`config.mk`:
```
export PLATFORM = sky130hd
export DESIGN_NAME = p23_uart_tx_fifo_flat
export DESIGN_NICKNAME = d
export VERILOG_FILES = /design/src/rtl/p23_uart_tx_fifo_if.sv /design/src/rtl/p23_uart_tx_fifo.sv /design/src/flat_wrapper.sv
export SDC_FILE = /design/constraint.sdc
export NUM_CORES = 1
export LEC_CHECK = 0
export ABC_AREA = 1
export CAP_MARGIN = 0
export CORE_ASPECT_RATIO = 1.75
export CORE_MARGIN = 2
export CORE_UTILIZATION = 58
export DETAILED_ROUTE_END_ITERATION = 8
export HOLD_SLACK_MARGIN = 0.08
export PLACE_DENSITY = 0.77
export SYNTH_ARGS = -nofsm -noshare
export SYNTH_HDL_FRONTEND = slang
export SYNTH_SLANG_ARGS = --single-unit
```
`constraint.sdc`:
```
create_clock -name clk -period 3 [get_ports clk]
set_input_delay 0.45 -clock clk [delete_from_list [all_inputs] [get_ports clk]]
set_output_delay 0.45 -clock clk [all_outputs]
set_load 0.01 [all_outputs]
```
`src/rtl/p23_uart_tx_fifo_if.sv`:
```
// CPU-side request/acknowledge bus of the UART transmit FIFO.
interface p23_uart_tx_fifo_if;
  logic        valid;
  logic [3:0]  wstrb;
  logic        sel_status;
  logic [7:0]  wdata;
  logic        ready;
  logic [31:0] rdata;

  modport master (output valid, wstrb, sel_status, wdata, input ready, rdata);
  modport slave  (input valid, wstrb, sel_status, wdata, output ready, rdata);
endinterface

```
`src/rtl/p23_uart_tx_fifo.sv`:
```
// Byte FIFO between a CPU bus and a UART transmitter; a drain FSM launches
// one byte per tx_valid pulse and holds off for a guard window.
module p23_uart_tx_fifo #(
  parameter int unsigned DEPTH = 16,
  parameter int unsigned GUARD = 2
) (
  input  logic                 clk,
  input  logic                 rst_n,
  p23_uart_tx_fifo_if.slave    bus,
  output logic                 tx_valid,
  output logic [7:0]           tx_data,
  input  logic                 tx_busy
);
  localparam int unsigned AW = $clog2(DEPTH);
  localparam int unsigned CW = (GUARD > 1) ? $clog2(GUARD) : 1;
  localparam logic [7:0]  DEPTH_B = 8'(DEPTH);

  typedef enum logic [1:0] {S_IDLE, S_LAUNCH, S_GUARD, S_WAIT} state_t;

  state_t        state_q, state_d;
  logic [CW-1:0] guard_cnt_q, guard_cnt_d;
  logic [AW:0]   wr_ptr_q, wr_ptr_d, rd_ptr_q, rd_ptr_d;
  logic [AW:0]   count;
  logic          ready_q, ready_d;
  logic [31:0]   rdata_q, rdata_d;
  logic [7:0]    tx_data_q, tx_data_d;
  logic [7:0]    mem_q [DEPTH];

  logic       empty, full, is_write, data_write, accept, push, pop;
  logic [7:0] level;

  assign empty      = (wr_ptr_q == rd_ptr_q);
  assign full       = (wr_ptr_q[AW] != rd_ptr_q[AW]) &&
                      (wr_ptr_q[AW-1:0] == rd_ptr_q[AW-1:0]);
  assign count      = wr_ptr_q - rd_ptr_q;
  assign level      = 8'(count);
  assign is_write   = |bus.wstrb;
  assign data_write = is_write && !bus.sel_status;
  // A data write into a full FIFO stalls even if a pop happens this cycle.
  assign accept     = bus.valid && !ready_q && !(data_write && full);
  assign push       = accept && data_write;

  always_comb begin
    ready_d  = accept;
    rdata_d  = '0;
    wr_ptr_d = wr_ptr_q + {{AW{1'b0}}, push};
    if (accept && !is_write) begin
      if (bus.sel_status) rdata_d = {16'b0, level, 6'b0, full, empty};
      else                rdata_d = {24'b0, DEPTH_B};
    end
  end

  always_comb begin
    state_d     = state_q;
    guard_cnt_d = guard_cnt_q;
    tx_data_d   = tx_data_q;
    pop         = 1'b0;
    case (state_q)
      S_IDLE: begin
        if (!empty && !tx_busy) begin
          state_d   = S_LAUNCH;
          tx_data_d = mem_q[rd_ptr_q[AW-1:0]];
        end
      end
      S_LAUNCH: begin
        pop         = 1'b1;
        guard_cnt_d = '0;
        state_d     = (GUARD == 0) ? S_WAIT : S_GUARD;
      end
      S_GUARD: begin
        if (guard_cnt_q == CW'(GUARD - 1)) begin
          state_d     = S_WAIT;
          guard_cnt_d = '0;
        end else begin
          guard_cnt_d = guard_cnt_q + 1'b1;
        end
      end
      S_WAIT: begin
        if (!tx_busy) state_d = S_IDLE;
      end
      default: state_d = S_IDLE;
    endcase
    rd_ptr_d = rd_ptr_q + {{AW{1'b0}}, pop};
  end

  always_ff @(posedge clk) begin
    if (push) mem_q[wr_ptr_q[AW-1:0]] <= bus.wdata;
  end

  always_ff @(posedge clk) begin
    if (!rst_n) begin
      state_q     <= S_IDLE;
      guard_cnt_q <= '0;
      wr_ptr_q    <= '0;
      rd_ptr_q    <= '0;
      ready_q     <= 1'b0;
      rdata_q     <= '0;
      tx_data_q   <= '0;
    end else begin
      state_q     <= state_d;
      guard_cnt_q <= guard_cnt_d;
      wr_ptr_q    <= wr_ptr_d;
      rd_ptr_q    <= rd_ptr_d;
      ready_q     <= ready_d;
      rdata_q     <= rdata_d;
      tx_data_q   <= tx_data_d;
    end
  end

  assign bus.ready = ready_q;
  assign bus.rdata = rdata_q;
  assign tx_valid  = (state_q == S_LAUNCH);
  assign tx_data   = tx_data_q;
endmodule

```
`src/flat_wrapper.sv`:
```
// flat-port wrapper written by rule: the top's interface ports become plain ports
module p23_uart_tx_fifo_flat 
#(
  parameter int unsigned DEPTH = 16,
  parameter int unsigned GUARD = 2
)
  (clk, rst_n, tx_valid, tx_data, tx_busy, bus_valid, bus_wstrb, bus_sel_status, bus_wdata, bus_ready, bus_rdata);
  p23_uart_tx_fifo_if bus_i ();
  input  logic clk;
  input  logic rst_n;
  output logic tx_valid;
  output logic [7:0] tx_data;
  input  logic tx_busy;
  input wire logic [$bits(bus_i.valid)-1:0] bus_valid;
  input wire logic [$bits(bus_i.wstrb)-1:0] bus_wstrb;
  input wire logic [$bits(bus_i.sel_status)-1:0] bus_sel_status;
  input wire logic [$bits(bus_i.wdata)-1:0] bus_wdata;
  output wire logic [$bits(bus_i.ready)-1:0] bus_ready;
  output wire logic [$bits(bus_i.rdata)-1:0] bus_rdata;
  assign bus_i.valid = bus_valid;
  assign bus_i.wstrb = bus_wstrb;
  assign bus_i.sel_status = bus_sel_status;
  assign bus_i.wdata = bus_wdata;
  assign bus_ready = bus_i.ready;
  assign bus_rdata = bus_i.rdata;
  p23_uart_tx_fifo #(.DEPTH(DEPTH), .GUARD(GUARD)) u_core (.clk(clk), .rst_n(rst_n), .bus(bus_i), .tx_valid(tx_valid), .tx_data(tx_data), .tx_busy(tx_busy));
endmodule
```
# Word-level counts from Yosys, hierarchy flattened
# Memory sizes are Yosys's and may differ from the RTL's. A register that Yosys moved wholly into a read port is not among the register bits.
# Cells that the tools add are included.
# op_classes
muxes	10
add_sub_neg	4
n_reduce_logical	22
eq_ne	9
# op_table
operator	count
5-bit by 1-bit adder with 5-bit output	2
1-bit logical AND	8
2-bit one-hot mux with 4 select lines	1
1-bit logical NOT	7
2-bit two-way mux	3
3-bit AND reduction	2
5-bit == test	1
5-bit two-way mux	1
5-bit subtractor	1
2-bit == test (second input constant)	2
4-bit == test	1
1-bit two-way mux	4
2-bit by 1-bit inequality test with 1-bit output (second input constant)	2
2-bit AND reduction	2
4-bit OR reduction	1
2-bit by 1-bit == test with 1-bit output (second input constant)	1
2-bit logical NOT	1
2-bit inequality test (second input constant)	1
1-bit one-hot mux with 2 select lines	1
2-bit nonzero test	1
1-bit adder (second input constant)	1
1-bit inequality test	1
# word_totals
in_bits	17
regBits	46
ram_bits	128
output_inout_bits	42
wordCells	53
mem_count	1
# mem_list
name	depth	word_bits	read_ports	rd_clocked_by_memory_dff	write_ports	line_no	source
u_core.mem_q	16	8	1	1	1	p23_uart_tx_fifo.sv:27	logic [7:0] mem_q [DEPTH];

# Logic depth before layout (Yosys ltp)
# Gate-level depths: netlist of the first run.
# logic_depth
word_depth	8
depth_mapped	17
mapped_depth_nobuf	14

# Worst setup path after synthesis of the first run
# OpenSTA, ideal clock, no wires.
# synth_path
kind	flip-flop to flip-flop
start	register u_core.rd_ptr_q[1]
end	memory u_core.mem_q[15][0] (enable)
synth_period_minus_slack_ns	2.448
n_path_buf	2
setup_ns	0.383
path_slack_ns	0.552
arrival_time_ns	2.065
stages_incl_launch_ff	12
t_required_ns	2.617
path_cell_list	dfxtp_1 -> buf_2 -> inv_2 -> buf_2 -> ha_1 -> nand2_1 -> nor2_2 -> inv_1 -> nor2_1 -> inv_1 -> nand3_4 -> nor3_1
# synth_via
elab_chain_cells	8
# synth_rtl
item	line_no	source
start, declared	p23_uart_tx_fifo.sv:22	logic [AW:0] wr_ptr_q, wr_ptr_d, rd_ptr_q, rd_ptr_d;
start signal, assigned	p23_uart_tx_fifo.sv:103	rd_ptr_q <= rd_ptr_d;
4-bit == test	p23_uart_tx_fifo.sv:34	(wr_ptr_q[AW-1:0] == rd_ptr_q[AW-1:0]);
1-bit logical AND	p23_uart_tx_fifo.sv:33	assign full = (wr_ptr_q[AW] != rd_ptr_q[AW]) &&
1-bit logical AND	p23_uart_tx_fifo.sv:40	assign accept = bus.valid && !ready_q && !(data_write && full);
1-bit logical NOT	p23_uart_tx_fifo.sv:40	
1-bit logical AND	p23_uart_tx_fifo.sv:40	
1-bit logical AND	p23_uart_tx_fifo.sv:41	assign push = accept && data_write;
1-bit two-way mux	p23_uart_tx_fifo.sv:87	if (push) mem_q[wr_ptr_q[AW-1:0]] <= bus.wdata;
1-bit two-way mux (not written as such)	p23_uart_tx_fifo.sv:87	
end, declared	p23_uart_tx_fifo.sv:27	
# Every way passes these cells.

# Worst setup path after layout of the first run
# layout_path
start	register u_core.rd_ptr_q[2]
end	register u_core.wr_ptr_q[4]
# layout_via
elab_chain_cells	7
# layout_rtl
item	line_no	source
4-bit == test	p23_uart_tx_fifo.sv:34	
1-bit logical AND	p23_uart_tx_fifo.sv:33	
1-bit logical AND	p23_uart_tx_fifo.sv:40	
1-bit logical NOT	p23_uart_tx_fifo.sv:40	
1-bit logical AND	p23_uart_tx_fifo.sv:40	
1-bit logical AND	p23_uart_tx_fifo.sv:41	
5-bit by 1-bit adder with 5-bit output	p23_uart_tx_fifo.sv:46	wr_ptr_d = wr_ptr_q + {{AW{1'b0}}, push};
end signal, assigned	p23_uart_tx_fifo.sv:102	wr_ptr_q <= wr_ptr_d;
end, declared	p23_uart_tx_fifo.sv:22	
# Every way passes these cells.
# A chain may end at the register's enable or synchronous reset.

==> results.txt, run 1 <==
The count of non-filler cells in the finished layout came out at 904. Broken down by cell family, the worst path's largest delay share belongs to adder cells. The filler cells instantiated in the layout total 905.

The setup slack at placement came out at approximately 0.43 ns. The synthesized flop and latch total is approximately 160. Data arrives at the worst endpoint at 2.90 ns. The worst supply voltage drop on vdd is ~430 uV. The maximum single-stage delay on the critical path is about 0.43 ns. The number of buffers on the longest clock path came out at 2. The transition time at the pin with the least slew margin is 1.05 ns. The synthesized design devotes to its leading area cell type 54.5% of total area. After layout, the minimum clock period comes to 2.59 ns. The number of failing setup endpoints in the final timing report is 0. The synthesis-to-layout area growth is 12.8%. The horizontal die dimension came out at 87.4 um. The data required time of the worst path came out at 3.31 ns. Yosys printed 0 warnings. The number of H-tree levels is 4.

The mean instance size in the synthesized netlist is 9.77 um2. The worst path uses 86.4% of the clock period. Synthesis produced 722 cells. The total inserted antenna cells is 0. The die boundary height is 150 um.

The fraction of final layout cells sized beyond drive strength 1 is approximately 6.3%. The count of buffers from port buffering is 34. The count of clock tree sinks is about 160. The slowest cell on the critical path is ha_1. The maximum number of pins on one net before global-route repair is 66. The combinational power share is 20.0%.

By area the synthesized netlist is led by edfxtp_1 54%, nand2_1 13%, dfxtp_1 8.5%, nand3_1 5.3%, inv_1 4.3%. Along the worst path, the maximum fanout reaches 17. Summed over all cells, the static leakage comes to 3.35 nW. Setup repair after global routing left no endpoint under its margin. The worst setup path is launched from a flip-flop. The floorplan row count came out at 53. The number of antenna-violating nets in the routed design came out at 0.

After synthesis, the netlist uses 27 different library cells. The full die area came out at roughly 0.013 mm2. The global-route wire length before repair is 25700 um.

The normalized max-slew margin came out at 30.1%. TritonCTS built the clock tree. For the final database, setup skew stands at roughly 0.0088 ns.

The global placement routability congestion is approximately 0.97. The most critical setup path has its startpoint at u_core.rd_ptr_q[2]. In this run the most critical hold path is launched from u_core.tx_data[7].

The post-CTS setup repair buffer count is 0. The number of vias per cell came out at approximately 5.5. The minimum setup slack in the final design came out at 0.409 ns.

The instance count after placement with tap cells included is 872. The share of total power consumed by net switching is between 20% and 30%. The async set-reset flop share out of synthesis is 0%. STA classifies the critical path endpoint as a flip-flop.

The first routing iteration left 420 violations. The placed wire-length estimate after detailed placement came out at 11300 um. The number of max-slew violations in the final report is 0.

Counting the buffers created by CTS gives 17. Summing the sequential cell areas from Yosys gives a little over three fifths of the chip area. The final number of hold-violating endpoints is 0. The routed layout has 4989 vias.

The number of iterations in the first detailed-routing pass came out at 5. In the synthesized netlist, the cells that appear most often are 251 x nand2_1, 128 x edfxtp_1, 81 x inv_1. The number of synthesized flops with an enable pin came out at 128. The combined buffer and inverter count along the critical path came out at 4. Walking the worst path, the cells encountered are clkinv_1 -> ha_1 -> nand2_1 -> nor2_2 -> inv_1 -> nor2_1 -> inv_1 -> nand3_4 -> inv_1 -> ha_1 -> ha_1 -> nand2_1 -> xor2_1 -> nor2_1. The clock latency on the worst-skew pair is 0.42 ns. The synthesized design spends more area on one cell type than any other, namely edfxtp_1. The most used flip-flop cell after synthesis is edfxtp_1.

Global routing consumed, over all layers together, between 20% and 30% of the routing resources. After the last flow step, the layout net total stands at 784. The top achievable clock speed came out at ~390 MHz. The critical path in this run is classified as reg2reg. The count of instances resized after the clock tree is built came out at 0. The sum of overflow across all layers after global routing came out at 0. The worst register-to-register path begins at u_core.rd_ptr_q[2]. The clock power share came out at 37.4%.

The analysis attributes to net switching a power of 1.69 mW. Among all cell types in the netlist, the one instantiated most often is nand2_1. The floorplan step defined a core boundary enclosing 0.0119 mm2. The fraction of the core area covered by cells at the end of the flow is 66.7%. The cell-internal power is 4.10 mW. The mean routed wirelength per cell came out at 18.7 um. In this run the power density over the cells is approximately 730 mW/mm2. The number of global-route vias before repair is 4973.

The total I/O pin count came out at 59. The wire length reported by the detailed router came out at between 15000 and 20000 um. The flow ran to the end, and the final reports show no timing, DRC or antenna violations. The path class of the tightest hold or removal check is reg2reg.

The setup TNS after final layout is 0 ns. The synthesized netlist occupies a cell area of 0.00705 mm2. After clock tree synthesis, the flow added hold-fix buffers numbering 0. The detailed-route DRC error count is 0. The number of maximum-capacitance constraint violations is 0. The initial antenna violation count was 0.

The starting density of the core is roughly three fifths. The sequential fraction of design power is 42.6%. The clock tree root buffer cell is clkbuf_16.

The clock-pin slew on the worst setup and hold paths came out at 0.06 ns.
## sequential cells by signal (all words and copies together) (netlist names)
name                count
u_core.mem_q          128
u_core.bus.rdata        8
u_core.state_q          2
u_core.bus.ready        1
u_core.rd_ptr_q         5
u_core.wr_ptr_q         5
u_core.guard_cnt_q      1
u_core.tx_data          8
## stage by stage
step           hold WS (ns)  area [um2]  total power [mW]
2_1_floorplan         0.479        7140              3.34
3_3_place_gp          0.503        7360              3.61
3_5_place_dp          0.509        7360              3.64
4_1_cts               0.523        7960              5.79
5_1_grt               0.556        7960              6.03
6_report              0.527        7960              5.79
## power by group through the flow
stage / Combinational (mW) / Sequential, mW / Clock (mW)
final: 1.16 / 2.46 / 2.16
after global routing: 1.30 / 2.47 / 2.27
after CTS: 1.15 / 2.46 / 2.18
after detailed placement: 1.13 / 2.51 / 0
after global placement: 1.10 / 2.51 / 0
after floorplan: 0.828 / 2.52 / 0
## kinds of logic (layout without fill, tap and decap cells)
logic type / after synthesis / in the layout / share of synthesized area (%)
AO/OA/AOI/OAI: 21 / 21 / 1.65
AND/OR/NAND/NOR: 386 / 386 / 22.5
buffers and inverters: 135 / 157 / 9.33
adder cells (fa/ha/maj): 13 / 13 / 2.41
flip-flops: 158 / 158 / 63.0
other: 1 / 24 / 0.0532
XOR/XNOR: 8 / 8 / 1.10
## cell usage in the layout (no fill, tap or decap), drive strengths merged, types with 3 or more instances in the layout
cell type,netlist,final
nand2,254,254
edfxtp,128,128
inv,83,85
nand3,77,77
nor2,53,53
clkdlybuf4s50,0,34
dfxtp,30,30
conb,1,24
clkbuf,1,19
a21oi,15,15
ha,12,12
buf,49,6
o21ai,5,5
xor2,5,5
clkinvlp,0,5
clkinv,2,5
bufinv,0,3
xnor2,3,3
## routing by layer
layer | wire, um | up-vias | global-route usage (%)
li1 | - | 2333 | -
met1 | 5840 | 2329 | 28.8
met2 | 8910 | 253 | 48.3
met3 | 1050 | 74 | 5.24
met4 | 1120 | 0 | 18.8
met5 | 0 | - | 0
## cell type report
| cell class | count | area, um2 | area share (%) |
|---|---|---|---|
| inverters | 85 | 319 | 4.01 |
| repair buffers | 40 | 385 | 4.84 |
| clock buffers | 19 | 433 | 5.44 |
| clock inverters | 13 | 164 | 2.06 |
| flip-flops and latches | 158 | 4450 | 55.9 |
| multi-input cells | 452 | 2040 | 25.6 |
| well taps | 137 | 171 | 2.15 |
## tightest hold or removal path, delay by kind of cell (launching register included)
family	cells	cell delay [ns]
AND/OR/NAND/NOR	2	0.10
flip-flops	1	0.31
AO/OA/AOI/OAI	1	0.03
buffers and inverters	1	0.05
## worst paths after layout
path / cells after the start / slack, ns / to
worst max-delay path: 14 / 0.41 / u_core.wr_ptr_q[4]
worst min register to register: 4 / 0.53 / u_core.tx_data[7]
worst min-delay path: 4 / 0.53 / u_core.tx_data[7]
worst max register to register: 14 / 0.41 / u_core.wr_ptr_q[4]
Note: power is estimated with default switching activity, not from simulation.
==> inputs of run 2 (changes only) <==
Settings changed: CORE_UTILIZATION 58 to 60, PLACE_DENSITY 0.77 to 0.79.
Clock period 3 ns to 3.3 ns, I/O delays scaled along.
==> run 2 against run 1 <==
Setup slack gained 0.0053 ns. Hold slack worse by 0.0048 ns. Clock skew decreased by 0.0016 ns.
==> results.txt, run 2 (synthesis results as in run 1) <==
The worst setup path is launched from a flip-flop. The synthesis-to-layout area growth came out at 11.7%. The post-route minimum period is 2.89 ns (+0.295 ns). The setup TNS after final layout is 0 ns (unchanged).

The wire length reported by the detailed router came to 16200 um (-4.5%). The clock-pin slew on the worst setup and hold paths came out at 0.06 ns (about the same). The worst setup skew after layout was 0.00723 ns (-0.00161 ns). The setup slack at placement came out at 0.439 ns (+0.0129 ns). The number of global-route vias before repair was 4783 (-3.8%).

The count of instances resized after the clock tree is built is 0 (unchanged). The cell-internal power is 3.49 mW (-15%). The fraction of final layout cells sized beyond drive strength 1 is 6.00% (-0.26 points).

The post-CTS setup repair buffer count came out at 0 (unchanged). The number of failing setup endpoints in the final timing report was 0 (unchanged). The total I/O pin count is 59 (unchanged). The full die area is 0.0127 mm2 (-3.2%). The clock latency on the worst-skew pair came out at 0.43 ns (about the same).

The global placement routability congestion is 1.02 (+4.3%). The overall power is 5.02 mW (-13%). The minimum setup slack in the final design came out at 0.414 ns (+0.00528 ns).

The global-route wire length before repair came out at 24500 um (-5.0%). The worst supply voltage drop on vdd came out at 456 uV (+6.2%). The transition time at the pin with the least slew margin is 1.02 ns (-0.0252 ns). The tree is rooted in a clkbuf_16. The starting density of the core came to 61.3% (+2.2 points). The power density normalized to cell area is 637 mW/mm2 (-12%). The horizontal die dimension is 86.0 um (-1.6%). The final number of hold-violating endpoints came to 0 (unchanged). The total via count after detailed routing came out at 4887 (-2.0%). The flop-to-flop setup slack is 0.41 ns (about the same). The floorplan row count is 52 (-1.9%).

The initial antenna violation count came to 0 (unchanged). Leaving out fill and tap cells, the most frequent cell in the layout is nand2_1. The tightest min-delay check is of the reg2reg type. The sequential fraction of design power is 44.6% (+2.0 points). The count of buffers from port buffering came out at 34 (unchanged). The number of maximum-capacitance constraint violations came out at 0 (unchanged). The data arrival time at the worst-slack endpoint is 2.93 ns (+0.03 ns). TritonCTS built the clock tree. The share of total power consumed by net switching came out at 30.4% (+1.2 points). Setup repair after global routing left no endpoint under its margin. The count of non-filler cells in the finished layout is 902 (-0.22%). The category of the most critical setup path is reg2reg. The number of iterations in the first detailed-routing pass was 6 (+1). The sum of overflow across all layers after global routing came out at 0 (unchanged).

The instance area after placement was 0.00736 mm2 (about the same). The fraction of the core area covered by cells at the end of the flow is 68.4% (+1.8 points). The number of H-tree levels is 4 (unchanged). The number of vias per cell came out at 5.42 (-1.8%).

The number of antenna-violating nets in the routed design is 0 (unchanged). The placed wire-length estimate after detailed placement is 11000 um (-2.9%). The core outline area is 0.0115 mm2 (-3.5%). The period utilization is 87.5% (+1.1 points).

The post-route standard cell area excluding fillers is 0.00788 mm2 (-0.93%). The die boundary height is 147 um (-1.6%). The number of flip-flops in the largest register is 128 (unchanged). STA classifies the critical path endpoint as a flip-flop. The leakage dissipation is 3.32 nW (-0.88%).

The number of max-slew violations in the final report came out at 0 (unchanged). The clock power share came out at 34.6% (-2.8 points). The total clock buffers created by CTS came out at 17 (unchanged).

The mean routed wirelength per cell is 17.9 um (-4.3%). The maximum number of pins on one net before global-route repair came out at 67 (+1.5%). The number of design-rule violations left by the first detailed-router iteration was 464 (+10%). The detailed-route DRC error count came out at 0 (unchanged).

The cts-stage hold buffer count is 0 (unchanged). The number of nets in the layout came to 784 (unchanged). The top achievable clock speed came out at 346 MHz (-10%). The worst hold slack across all endpoints came to 0.522 ns (-0.00484 ns). The normalized max-slew margin came out at 31.8% (+1.7 points). The combinational power share came out at 20.8% (+0.8 points). The fill cell instance count of the final layout was 865 (-4.4%). The count of clock tree sinks came out at 158 (unchanged). The number of buffers on the longest clock path is 2 (unchanged). In the layout the commonest cells are 251 x nand2_1, 128 x edfxtp_1, 81 x inv_1. The overall track demand over capacity in global routing was 26.4% (-1.1 points). The flow ran to the end, and the final reports show no timing, DRC or antenna violations. The total inserted antenna cells is 0 (unchanged). The data required time of the worst path came out at 3.34 ns (+0.03 ns). The largest fanout on the critical path is 13 (-4).

The instance count after placement with tap cells included came out at 870 (-0.23%). The net switching power of the design was 1.53 mW (-9.6%).
## run 2: final timing paths
| path | start | endpoint | cells past startpoint |
|---|---|---|---|
| min reg2reg | u_core.tx_data[0] | u_core.tx_data[0] | 4 |
| min | u_core.tx_data[0] | u_core.tx_data[0] | 4 |
| max reg2reg | u_core.rd_ptr_q[2] | u_core.mem_q[15][2] | 9 |
| max | u_core.rd_ptr_q[2] | u_core.mem_q[15][2] | 9 |
## run 2: layer usage
layer	global-route usage, %	share of wire, %
met1	28.9	37
met3	4.86	6.1
met4	13.4	3.8
met2	47.6	53
met5	0	0
## run 2: worst max-delay path, stage by stage, from the launching register on
cell      delay [ns]
dfxtp_1         0.60
clkinv_1        0.17
ha_1            0.38
nand2_1         0.11
nor2_2          0.06
inv_1           0.05
nor2_1          0.04
inv_1           0.12
nand3_4         0.17
nor3_1          0.80
## run 2: cell type report
class	count	area (um2)	share of cell area (%)
timing repair buffer	40	385	4.89
clock inverter	14	96.3	1.22
sequential	158	4450	56.4
inverter	85	319	4.05
multi-input combinational	452	2040	25.9
tap	135	169	2.14
clock buffer	18	429	5.44
## run 2: power by group through the flow
stage | Sequential (mW) | Combinational (mW) | Clock, mW
finish | 2.24 | 1.04 | 1.74
global route | 2.24 | 1.16 | 1.83
CTS | 2.24 | 1.03 | 1.74
detailed placement | 2.28 | 1.02 | 0
global placement | 2.28 | 1.00 | 0
floorplan | 2.29 | 0.753 | 0
